File: src/rtl/seq_divider_8bit.sv
// ---------------------------------------------------------------------------
// seq_divider_8bit
//   Sequential unsigned restoring divider. It produces one quotient bit per
//   clock and uses a Run/Done handshake. It matches the control style of the
//   shift-add multiplier that sits beside it.
//
// Ports
//   i_clk        system clock; all state changes on the rising edge
//   i_rst        asynchronous active-high reset; clears all state
//   i_run        level start request; sampled only while idle
//   i_dividend   unsigned dividend; captured on the start edge only
//   i_divisor    unsigned divisor; captured on the start edge only
//   o_quotient   registered quotient; holds until the next completion
//   o_remainder  registered remainder; holds until the next completion
//   o_busy       high while iterating
//   o_done       high while a result is presented (until Run is released)
//   o_div_zero   set on completion of a divide-by-zero, cleared at next start
// ---------------------------------------------------------------------------
module seq_divider_8bit #(
  parameter int WIDTH = 8
) (
  input  logic             i_clk,
  input  logic             i_rst,
  input  logic             i_run,
  input  logic [WIDTH-1:0] i_dividend,
  input  logic [WIDTH-1:0] i_divisor,
  output logic [WIDTH-1:0] o_quotient,
  output logic [WIDTH-1:0] o_remainder,
  output logic             o_busy,
  output logic             o_done,
  output logic             o_div_zero
);

  localparam int CW = $clog2(WIDTH + 1);

  typedef enum logic [1:0] {
    S_IDLE = 2'd0,
    S_ITER = 2'd1,
    S_DONE = 2'd2
  } state_t;

  state_t r_state;
  state_t w_state_next;

  // Partial remainder. Between iterations it is always below the divisor,
  // so its top bit is zero and is not stored. Only the shifted value below
  // is formed WIDTH+1 bits wide.
  logic [WIDTH-1:0] r_rem;
  logic [WIDTH-1:0] r_q;
  logic [WIDTH-1:0] r_m;
  logic [CW-1:0]    r_count;

  logic [WIDTH-1:0] r_quotient;
  logic [WIDTH-1:0] r_remainder;
  logic             r_busy;
  logic             r_done;
  logic             r_div_zero;

  logic [WIDTH:0]   w_rs;
  logic [WIDTH-1:0] w_qs;
  logic             w_borrow;
  logic [WIDTH-1:0] w_diff;
  logic [WIDTH-1:0] w_rem_next;
  logic [WIDTH-1:0] w_q_next;
  logic             w_last;
  logic             w_start;
  logic             w_zero_div;

  // One restoring step: shift the next dividend bit into the remainder,
  // then try to subtract the divisor.
  assign w_rs     = {r_rem, r_q[WIDTH-1]};
  assign w_qs     = {r_q[WIDTH-2:0], 1'b0};
  assign w_borrow = (w_rs < {1'b0, r_m});
  // On a successful subtract the difference is below the divisor, so the
  // low WIDTH bits hold it exactly.
  assign w_diff     = w_rs[WIDTH-1:0] - r_m;
  assign w_rem_next = w_borrow ? w_rs[WIDTH-1:0] : w_diff;
  assign w_q_next   = w_borrow ? w_qs : (w_qs | {{(WIDTH-1){1'b0}}, 1'b1});

  assign w_last     = (r_count == CW'(WIDTH - 1));
  assign w_start    = (r_state == S_IDLE) && i_run;
  assign w_zero_div = (i_divisor == '0);

  // State register
  always_ff @(posedge i_clk or posedge i_rst) begin
    if (i_rst) begin
      r_state <= S_IDLE;
    end else begin
      r_state <= w_state_next;
    end
  end

  // Next-state logic
  always_comb begin
    w_state_next = r_state;
    case (r_state)
      S_IDLE: begin
        if (i_run) begin
          w_state_next = w_zero_div ? S_DONE : S_ITER;
        end
      end
      S_ITER: begin
        if (w_last) begin
          w_state_next = S_DONE;
        end
      end
      S_DONE: begin
        // Hold the result while Run is still asserted, so a held button
        // does not immediately restart.
        if (!i_run) begin
          w_state_next = S_IDLE;
        end
      end
      default: w_state_next = S_IDLE;
    endcase
  end

  // Datapath and registered outputs
  always_ff @(posedge i_clk or posedge i_rst) begin
    if (i_rst) begin
      r_rem       <= '0;
      r_q         <= '0;
      r_m         <= '0;
      r_count     <= '0;
      r_quotient  <= '0;
      r_remainder <= '0;
      r_busy      <= 1'b0;
      r_done      <= 1'b0;
      r_div_zero  <= 1'b0;
    end else begin
      // Flags come from the next state, so each is a plain flop.
      r_busy <= (w_state_next == S_ITER);
      r_done <= (w_state_next == S_DONE);

      if (w_start) begin
        if (w_zero_div) begin
          // Divide by zero completes at once with an all-ones quotient.
          r_quotient  <= '1;
          r_remainder <= i_dividend;
          r_div_zero  <= 1'b1;
        end else begin
          r_rem      <= '0;
          r_q        <= i_dividend;
          r_m        <= i_divisor;
          r_count    <= '0;
          r_div_zero <= 1'b0;
        end
      end else if (r_state == S_ITER) begin
        r_rem   <= w_rem_next;
        r_q     <= w_q_next;
        r_count <= r_count + CW'(1);
        if (w_last) begin
          r_quotient  <= w_q_next;
          r_remainder <= w_rem_next;
        end
      end
    end
  end

  assign o_quotient  = r_quotient;
  assign o_remainder = r_remainder;
  assign o_busy      = r_busy;
  assign o_done      = r_done;
  assign o_div_zero  = r_div_zero;

endmodule

File: config.mk
export PLATFORM = sky130hd
export DESIGN_NAME = seq_divider_8bit
export DESIGN_NICKNAME = d
export VERILOG_FILES = /design/src/rtl/seq_divider_8bit.sv
export SDC_FILE = /design/constraint.sdc
export NUM_CORES = 1
export LEC_CHECK = 0
export CAP_MARGIN = 20
export CORE_ASPECT_RATIO = 0.6
export CORE_MARGIN = 8
export CORE_UTILIZATION = 31
export CTS_CLUSTER_SIZE = 12
export DETAILED_ROUTE_END_ITERATION = 16
export PLACE_DENSITY = 0.59
export SLEW_MARGIN = 10
export SYNTH_ARGS = -nofsm -noshare
export SYNTH_HDL_FRONTEND = slang
export SYNTH_SLANG_ARGS = --single-unit
File: constraint.sdc
create_clock -name i_clk -period 3 [get_ports i_clk]
set_input_delay 0.3 -clock i_clk [delete_from_list [all_inputs] [get_ports i_clk]]
set_output_delay 0.3 -clock i_clk [all_outputs]
set_load 0.02 [all_outputs]
# Word level (Yosys, flattened, before mapping)
# Index checks and enable logic that the tools add are counted.
[word_totals]
reg_bits = 49
in_bits = 19
out_inout_bits = 19
wordCells = 54
[classes]
addsub = 2
magnitude_cmp = 1
eq_ne = 7
n_mux = 25
bitwise_logic = 1
n_reduce_logical = 8
[ops]
columns = ["op", "n"]
rows = [
  ["8-bit two-way mux", 15],
  ["4-bit two-way mux", 3],
  ["9-bit by 8-bit less-than comparator with 1-bit output", 1],
  ["8-bit zero test", 1],
  ["2-bit two-way mux", 4],
  ["8-bit subtractor", 1],
  ["2-bit case mux with 3 select lines", 1],
  ["4-bit by 1-bit adder with 4-bit output, second input constant", 1],
  ["2-bit by 1-bit equality test with 1-bit output, second input constant", 2],
  ["2-bit equality test, second input constant", 2],
  ["4-bit by 3-bit equality test with 1-bit output, second input constant", 1],
  ["2-bit AND reduction", 2],
  ["2-bit nonzero test", 2],
  ["3-bit AND reduction", 1],
  ["2-bit zero test", 1],
  ["1-bit two-way mux", 2],
  ["2-bit by 1-bit inequality test with 1-bit output, second input constant", 1],
  ["2-bit inequality test, second input constant", 1],
  ["1-bit logical AND", 1],
  ["1-bit inverter", 1],
]

# Depth between registers and ports, before layout
# Gate-level depths: netlist of run 1.
[depth]
depth_word = 5
mapped_depth = 10
ltp_nobuf = 10

# Worst setup path after synthesis of run 1
# Ideal clock, no wire load.
[synth_path]
path_kind = "reg2reg"
from = "register r_rem[0]"
to = "register r_remainder[0], in the netlist o_remainder[0]"
setup_time_ps = 77
arrival_time_ps = 2090
required_ps = 2923
slack_ps = 833
path_stages_with_launch = 9
n_path_buf = 1
period_less_slack_ps = 2167
path_cell_list = "dfrtp_1 -> ha_1 -> nor2b_1 -> o21a_1 -> a311oi_2 -> o21a_1 -> buf_6 -> mux2_2 -> a21oi_1"
[synth_between]
elab_chain_cells = 5
[synth_rtl]
columns = ["element", "line", "rtl"]
rows = [
  ["start: declaration", "48", "logic [WIDTH-1:0] r_rem;"],
  ["start signal: assignment", "149", "r_rem <= w_rem_next;"],
  ["9-bit by 8-bit less-than comparator with 1-bit output", "73", "assign w_borrow = (w_rs < {1'b0, r_m});"],
  ["8-bit two-way mux", "77", "assign w_rem_next = w_borrow ? w_rs[WIDTH-1:0] : w_diff;"],
  ["8-bit two-way mux", "152", "if (w_last) begin"],
  ["8-bit two-way mux", "148", "end else if (r_state == S_ITER) begin"],
  ["8-bit two-way mux", "135", "if (w_start) begin"],
  ["end signal: assignment", "139", "r_remainder <= i_dividend;"],
  ["end signal: assignment", "154", "r_remainder <= w_rem_next;"],
  ["end: declaration", "54", "logic [WIDTH-1:0] r_remainder;"],
]
# No other way between the ends. The select of a mux whose other input is x is not followed.
# A chain may end at the register's enable or synchronous reset.

# Final worst setup path of run 1
# Ends and elaborated chain as after synthesis.

==> metrics list, run 1 <==
* Headroom to the max-slew limit: 64.0%
- In the final routing, the length of wire on met1 measures 3030 microns.
* Dominant cell type by count on the critical path: sky130_fd_sc_hd__o21a_1
- Summed over all instances, the cell type with the most area after synthesis is sky130_fd_sc_hd__dfrtp_1.
* Buffering stage count on the worst path with inverters included: 0
- Share of the clock period used by the worst path after layout: 80.5%
- The clock reaches the later pin of the worst-skew pair after 0.30 ns.
- CTS root buf: sky130_fd_sc_hd__clkbuf_16
- Row Count: 25
- Area contributors post-synth: sky130_fd_sc_hd__dfrtp_1 50%, sky130_fd_sc_hd__o21ai_1 5.5%, sky130_fd_sc_hd__mux2i_1 5.3%, sky130_fd_sc_hd__ha_1 4.6%, sky130_fd_sc_hd__nand2_1 4.6%
- Port Buffer Count: 37
- Fraction of layout instances using a drive strength above 1: 6.64%
* Summed negative setup slack over all endpoints: 0 ns
- Wire length on met2: 2350 microns
- Slew Limit Fails: 0
- Setup repair after global routing missed its margin: false
- VDD sags by at most 358 uV.
- H-tree lvl count: 2
- Final design area excluding fillers: 3080 sq um
* GPL Wtd Cong: 0.773
* Clock tree from TritonCTS: done
* Hold Violations, Final: 0
- R2R Setup Slk: 0.59 ns
- The worst setup path is launched from a flop.
- From synthesis to final layout, the design area changed by 26.1%.
- Maximum net fanout on the critical path: 6
* Die area: 11100 sq um
- Final WL: 5780 microns
- Summing all placed instances gives a cell area of 2940 sq um.
* Vias: 1865
- Post-CTS Setup Inserts: 0
- The first global-routing pass estimated 9940 microns of wire.
* Count of flip-flops with a built-in enable after synthesis: 0
- Category of cells accounting for the largest share of critical-path delay: compound AO/OA/AOI/OAI gates
* Largest net degree at the start of global routing: 30
* Number of filler cells placed in the layout: 807
* Post-cts hold buffer count: 0
* Number of setup violations in the final report: 0
* Arrival time at the worst endpoint: 2.63 ns
- The final layout contains 314 nets.
- Summed over all layers, the global routing overflow is 0.
- In this run, post-CTS repair resized a total of 0 instances.
- The count of nets left with antenna violations once routing finished came out at 0.
- The number of clock buffers added by TritonCTS is 5.
- Number of antenna violations at the first check in global routing: 0
- Fraction of the yosys area taken by sequential cells: 50.2%
* Path depth of the worst reg2reg path: 7
* Count of TritonRoute iterations in the first routing pass: 5
* Cell-by-cell trace of the critical path: ha_1 > nor2b_1 > o21a_1 > a311oi_2 > o21a_1 > mux2_2 > a21oi_1
- Yosys printed 0 warnings.
- Final core occ: 39.7%
* Total nets after synthesis: 275
* Die extent in y: 84.8 microns
- sky130_fd_sc_hd__dfrtp_1 is the most common cell in the netlist.
- Data on the critical path is required at its endpoint by 3.22 ns.
- Routed wirelength normalized by instance count: 14.7 microns
* Type of the worst min-delay path: in2async
* Commonest cells in the netlist: 49 x sky130_fd_sc_hd__dfrtp_1, 30 x sky130_fd_sc_hd__nand2_1, 27 x sky130_fd_sc_hd__o21ai_1
* Mean area per synthesized cell: 9.93 sq um
- 0 antenna diodes ended up in the layout.
- Max-cap violations in this run came to 0.
- In this run the power density over the cells is 1260 nW/um^2.
- After clock tree synthesis, the clock-pin slew on the worst setup and hold paths is 0.07 ns.
- Capture instance of the worst register-to-register path: o_remainder[0]
- Synthesis produced a netlist whose cell count is 246.
- The detailed router used layers up to and including met4.
- Among all flip-flop cells after synthesis, the most frequent one is sky130_fd_sc_hd__dfrtp_1.
- Yosys cell types: 43
- Detailed-placement wirelength estimate: 4290 microns
- Post-DR vias/cell: 4.73
- 38 I/O pins were placed.
- Based on the critical path, the design can be clocked at up to 414 MHz.
* Final routed DRC violation total: 0
* Synthesis-stage register bit count: 49
- Of the post-synthesis cell area, the dominant cell type holds 50.2%.
- DRT iter0 DRCs: 129
- Initial core utilization: 31.5%
- Global routing used 11.5% of the available tracks.
- For the pin with the worst max-slew slack, the measured transition is 0.539 ns.
- Cell count along the critical path: 7
* Clock Sink Count: 49
- For this design the static power due to leakage is 1.28 nW.
- Width of the chip: 131 microns
* Largest stage delay on the critical path: 0.43 ns
* Startpoint of the most critical register-to-register path: r_rem[0]
- Worst setup skew after layout: 0.00938 ns
* Critical Setup Path Class: reg2reg
- Max Buffers Root-to-Sink: 2
* Vias in the first global route: 1872
* Shortest period the worst path allows: 2.41 ns
- Run status: finished clean
- The largest individual stage delay along the critical path comes from the cell sky130_fd_sc_hd__dfrtp_1.
- Type of element capturing the critical path: flop
- The core region is 7760 sq um.
- Met3 layer wire length in the routed design: 324 microns
- In the synthesized netlist the async set-or-reset flop fraction comes to 100%.
- Post-synthesis instance area: 2440 sq um
kinds of logic (layout without fill, tap and decap cells):
| group | Yosys count | in the layout | share of synthesized area, % |
|---|---|---|---|
| buffers and inverters | 23 | 63 | 4.25 |
| adders and majority gates | 10 | 10 | 5.43 |
| and+or+nand+nor | 76 | 76 | 13.8 |
| xor gates and xnor gates | 5 | 5 | 1.79 |
| muxes | 15 | 15 | 6.25 |
| AOI/OAI and AO/OA | 68 | 68 | 18.2 |
| DFF | 49 | 49 | 50.2 |
routing by layer:
metal / up-vias / global-route usage, %
met2: 39 / 15.6
met4: 0 / 3.73
met3: 7 / 3.61
met5: - / 0
li1: 940 / -
met1: 879 / 16.7
through the flow:
step | instances | hold WS, ns | total power [mW] | setup slack (ns)
after floorplan | 246 | 0.422 | 2.74 | 0.833
after global placement | 386 | 0.473 | 3.30 | 0.604
after detailed placement | 386 | 0.477 | 3.33 | 0.561
after CTS | 394 | 0.391 | 3.90 | 0.563
after global routing | 394 | 0.441 | 4.22 | 0.416
final | 394 | 0.370 | 3.87 | 0.585
layout make-up:
type	count	area [sq um]	share of cell area, %
multi-input cells	174	1120	36.3
repair buffers	44	423	13.7
flip-flops and latches	49	1230	39.8
inverters	11	41.3	1.34
clock buffers	8	136	4.43
well taps	108	135	4.39
registers in the layout (all words and copies together), names as in the netlist:
name / cells
o_busy: 1
r_rem: 8
o_quotient: 8
r_state: 2
r_count: 4
r_m: 8
o_remainder: 8
o_div_zero: 1
r_q: 8
o_done: 1
power breakdown:
group | leakage, nW | total, mW | internal (mW) | switching (mW)
clock network | 0.0652 | 0.559 | 0.311 | 0.248
registers | 0.583 | 1.20 | 0.989 | 0.209
logic | 0.636 | 2.12 | 0.940 | 1.18
how the worst max path moves through the flow:
stage	slack (ns)	start	end
detailed placement	0.56	i_divisor[4]	o_done
finish	0.59	r_rem[0]	o_remainder[0]
global placement	0.60	i_divisor[4]	o_done
CTS	0.56	r_rem[0]	o_remainder[0]
floorplan	0.83	r_rem[0]	o_remainder[0]
global route	0.42	r_rem[0]	o_remainder[0]
worst register-to-register path, cell delays in order, from the launching register on:
cell and delay [ns]:
sky130_fd_sc_hd__dfrtp_1 0.43, sky130_fd_sc_hd__ha_1 0.30, sky130_fd_sc_hd__nor2b_1 0.14, sky130_fd_sc_hd__o21a_1 0.19, sky130_fd_sc_hd__a311oi_2 0.40, sky130_fd_sc_hd__o21a_1 0.35, sky130_fd_sc_hd__mux2_2 0.39, sky130_fd_sc_hd__a21oi_1 0.15
placed cells by master, fill, tap and decap left out, types with 7 or more instances in the layout:
| cell | count |
|---|---|
| sky130_fd_sc_hd__ha_1 | 9 |
| sky130_fd_sc_hd__nand2_1 | 30 |
| sky130_fd_sc_hd__o22a_1 | 7 |
| sky130_fd_sc_hd__clkdlybuf4s50_1 | 37 |
| sky130_fd_sc_hd__mux2i_1 | 13 |
| sky130_fd_sc_hd__nand3_1 | 7 |
| sky130_fd_sc_hd__nor2_1 | 23 |
| sky130_fd_sc_hd__buf_4 | 7 |
| sky130_fd_sc_hd__o21ai_1 | 27 |
| sky130_fd_sc_hd__dfrtp_1 | 49 |
| sky130_fd_sc_hd__inv_1 | 10 |
| sky130_fd_sc_hd__a21oi_1 | 11 |
Power figures use the tool's default switching activity.
==> run 2: changes to the inputs <==
Clock period 3 ns to 2.46 ns, I/O delays scaled along.
==> run 2 against run 1 <==
  * Cell area increased by 2.6%
  * Die area unchanged
  * Combinational power increased by 27%
  * Routed wire length increased by 3.0%
  * Sequential power increased by 23%
  * Clock skew decreased by 0.0032 ns
  * Sequential share of layout area decreased by 1.0 points
  * Critical path depth increased by 3
  * Final cell count increased by 1.8%
  * Largest cell class unchanged
==> metrics list, run 2 (same netlist as run 1, synthesis figures left out) <==
* Summed negative setup slack over all endpoints: 0 ns (unchanged)
- Worst Path Required: 2.66 ns (was 3.22 ns)
* Final WL: 5950 microns (was 5780 microns)
- Type of origin of the critical path: flop (unchanged)
- The maximum level of the CTS H-tree is 2 (unchanged).
* Routed wirelength normalized by instance count: 14.8 microns (was 14.7 microns)
- The worst slew slack as a fraction of its limit was 72.2% (was 64.0%).
- GPL Wtd Cong: 0.731 (was 0.773)
- The startpoint of the worst register-to-register path is r_q[7] (was r_rem[0]).
- Worst setup skew after layout: 0.00617 ns (was 0.00938 ns)
- Capture instance of the worst register-to-register path: o_remainder[6] (was o_remainder[0])
* Setup repair after global routing missed its margin: false (unchanged)
- The die width was 131 microns (unchanged).
- Placement-stage worst setup slack: 0.132 ns (was 0.561 ns)
* DRT iter0 DRCs: 94 (was 129)
- The final hold violation count came to 0 (unchanged).
* Vias in the first global route: 1905 (was 1872)
- Number of CTS-inserted buffers: 5 (unchanged)
* Largest net degree at the start of global routing: 21 (was 30)
- The die height is 84.8 microns (unchanged).
- Path depth of the worst reg2reg path: 10 (was 7)
* R2R Setup Slk: 0.21 ns (was 0.59 ns)
* Power density of the placed cells: 1550 nW/um^2 (was 1260 nW/um^2)
* Worst IR Drop VDD: 400 uV (was 358 uV)
* Total of max-cap violations: 0 (unchanged)
* Number of antenna violations at the first check in global routing: 0 (unchanged)
* Static Leak: 1.33 nW (was 1.28 nW)
* Clock tree from TritonCTS: done (unchanged)
* Critical path's slowest cell: sky130_fd_sc_hd__fa_1 (was sky130_fd_sc_hd__dfrtp_1)
- The endpoint kind of the worst setup timing path is a flop (unchanged).
* Post-route setup slack: 0.214 ns (was 0.585 ns)
- Die area: 11100 sq um (unchanged)
- The achievable frequency came to 445 MHz (was 414 MHz).
* Minimum hold slack: 0.267 ns (was 0.370 ns)
* Type of the worst min-delay path: in2async (unchanged)
* Final routed DRC violation total: 0 (unchanged)
- Leading cell type in the layout, fill and taps excluded: sky130_fd_sc_hd__dfrtp_1 (unchanged)
- The clock-pin slew of the registers on the worst-case setup and hold paths is 0.07 ns (about the same).
* Number of nets at the end of the flow: 321 (was 314)
- Slew Limit Fails: 0 (unchanged)
- The most frequent cell on the critical path is sky130_fd_sc_hd__inv_1 (was sky130_fd_sc_hd__o21a_1).
- Post-DR vias/cell: 4.71 (was 4.73)
- Layout area overhead: 29.4% (was 26.1%)
- The via count came to 1888 (was 1865).
* Sequential cell area in the final layout: 1230 sq um (unchanged)
- The starting density of the core came to 31.5% (unchanged).
* Maximum net fanout on the critical path: 2 (was 6)
- Core outline area: 7760 sq um (unchanged)
- The remaining global-route overflow came to 0 (unchanged).
* Shortest period the worst path allows: 2.25 ns (was 2.41 ns)
- Global-route wire length before repair: 9950 microns (was 9940 microns)
- The quantity of I/O buffers inserted on ports was 37 (unchanged).
* Arrival time at the worst endpoint: 2.45 ns (was 2.63 ns)
- The clock sink count was 49 (unchanged).
- Count of TritonRoute iterations in the first routing pass: 4 (was 5)
- Skew-Pair Late Insertion Delay: 0.29 ns (was 0.30 ns)
- The startpoint-to-endpoint class of the critical path is reg2reg (unchanged).
* Run status: finished clean (unchanged)
- The number of inserted filler cells in the final layout came to 782 (was 807).
- Share of the clock period used by the worst path after layout: 91.3% (was 80.5%)
* All-layer global routing usage: 11.5% (unchanged)
- The number of top-level pins came to 38 (unchanged).
- The largest stage delay on the critical path came to 0.41 ns (was 0.43 ns).
- The cell at the root of the clock tree was sky130_fd_sc_hd__clkbuf_16 (unchanged).
* Final core occ: 40.7% (was 39.7%)
* Cell-by-cell trace of the critical path: inv_1 > ha_1 > inv_1 > fa_1 > a211oi_2 > o21bai_1 > a21oi_1 > xnor2_1 > mux2i_1 > a221oi_1 (was ha_1 > nor2b_1 > o21a_1 > a311oi_2 > o21a_1 > mux2_2 > a21oi_1)
* Number of setup violations in the final report: 0 (unchanged)
- The clock tree buffer depth was 2 (unchanged).
* Slew at the pin closest to its max-slew limit: 0.417 ns (was 0.539 ns)
- The estimated wirelength of the detail-placed design is 4550 microns (was 4290 microns).
- Multi-input combinational cell area: 1120 sq um (about the same)
- Fraction of layout instances using a drive strength above 1: 10.6% (was 6.64%)
- Commonest cells after routing, fill and taps aside: 49 x sky130_fd_sc_hd__dfrtp_1, 37 x sky130_fd_sc_hd__clkdlybuf4s50_1, 30 x sky130_fd_sc_hd__nand2_1 (unchanged)
- Row Count: 25 (unchanged)
* Number of nets still failing antenna checks after routing: 0 (unchanged)
* Number of antenna diodes: 0 (unchanged)
## run 2: cell count changes in the layout (fill, tap and decap cells not counted), sizes merged
cell    delta
buf        +7
clkbuf     -1
clkinv     +1
## run 2: stage by stage
step,std cells,total power [mW],instance area [sq um]
after detailed placement,393,4.15,3000
after global routing,401,5.33,3160
final,401,4.89,3160
after floorplan,246,3.34,2440
after CTS,401,4.92,3150
after global placement,393,4.12,3000
## run 2: area by class of cell
type                    instances  share of cell area (%)
multi-input cells             174                    35.6
inverters                      11                    1.31
well taps                     108                    4.28
clock buffers                   7                    4.83
flip-flops and latches         49                    38.8
clock inverters                 1                   0.158
repair buffers                 51                    15.0
## run 2: worst max-delay path by stage
stage | startpoint | end | slack [ns] | depth (start not counted)
final | r_q[7] | o_remainder[6] | 0.21 | 10
after global routing | r_q[7] | o_remainder[6] | 0.07 | 10
after CTS | r_rem[0] | o_remainder[0] | 0.09 | 7
after detailed placement | r_q[7] | o_remainder[6] | 0.13 | 10
after global placement | r_rem[0] | o_remainder[0] | 0.18 | 7
after floorplan | r_rem[0] | o_remainder[0] | 0.29 | 8
## run 2: power by group
| group | total [mW] | switching (mW) | internal [mW] |
|---|---|---|---|
| Combinational | 2.69 | 1.46 | 1.23 |
| Clock | 0.733 | 0.302 | 0.431 |
| Sequential | 1.47 | 0.260 | 1.21 |
## run 2: layer usage
metal | GRT usage (%) | routed length [microns] | part of all wire, %
met2 | 15.4 | 2360 | 40
met1 | 16.9 | 3200 | 54
met5 | 0 | 0 | 0
met4 | 3.73 | 82 | 1.4
met3 | 3.42 | 313 | 5.3
## run 2: worst max-delay path, delay by kind of cell, from the launching register on
family                     cells  cell delay [ns]
buffers and inverters          2             0.13
adders and majority gates      2             0.58
xor gates and xnor gates       1             0.13
DFF                            1             0.38
muxes                          1             0.11
AOI/OAI and AO/OA              4             0.83
## run 2: repair_timing
action	4_1_cts	5_1_grt
setup endpoints to repair	0	4
hold buffers	0	0
buffers inserted	0	0
gates resized for setup	0	2
==> run 3: changes to the inputs <==
Settings changed: CTS_CLUSTER_SIZE 12 to 24.
==> results of run 3 <==
No change in the layout: final DEF, timing and power equal those of run 2.
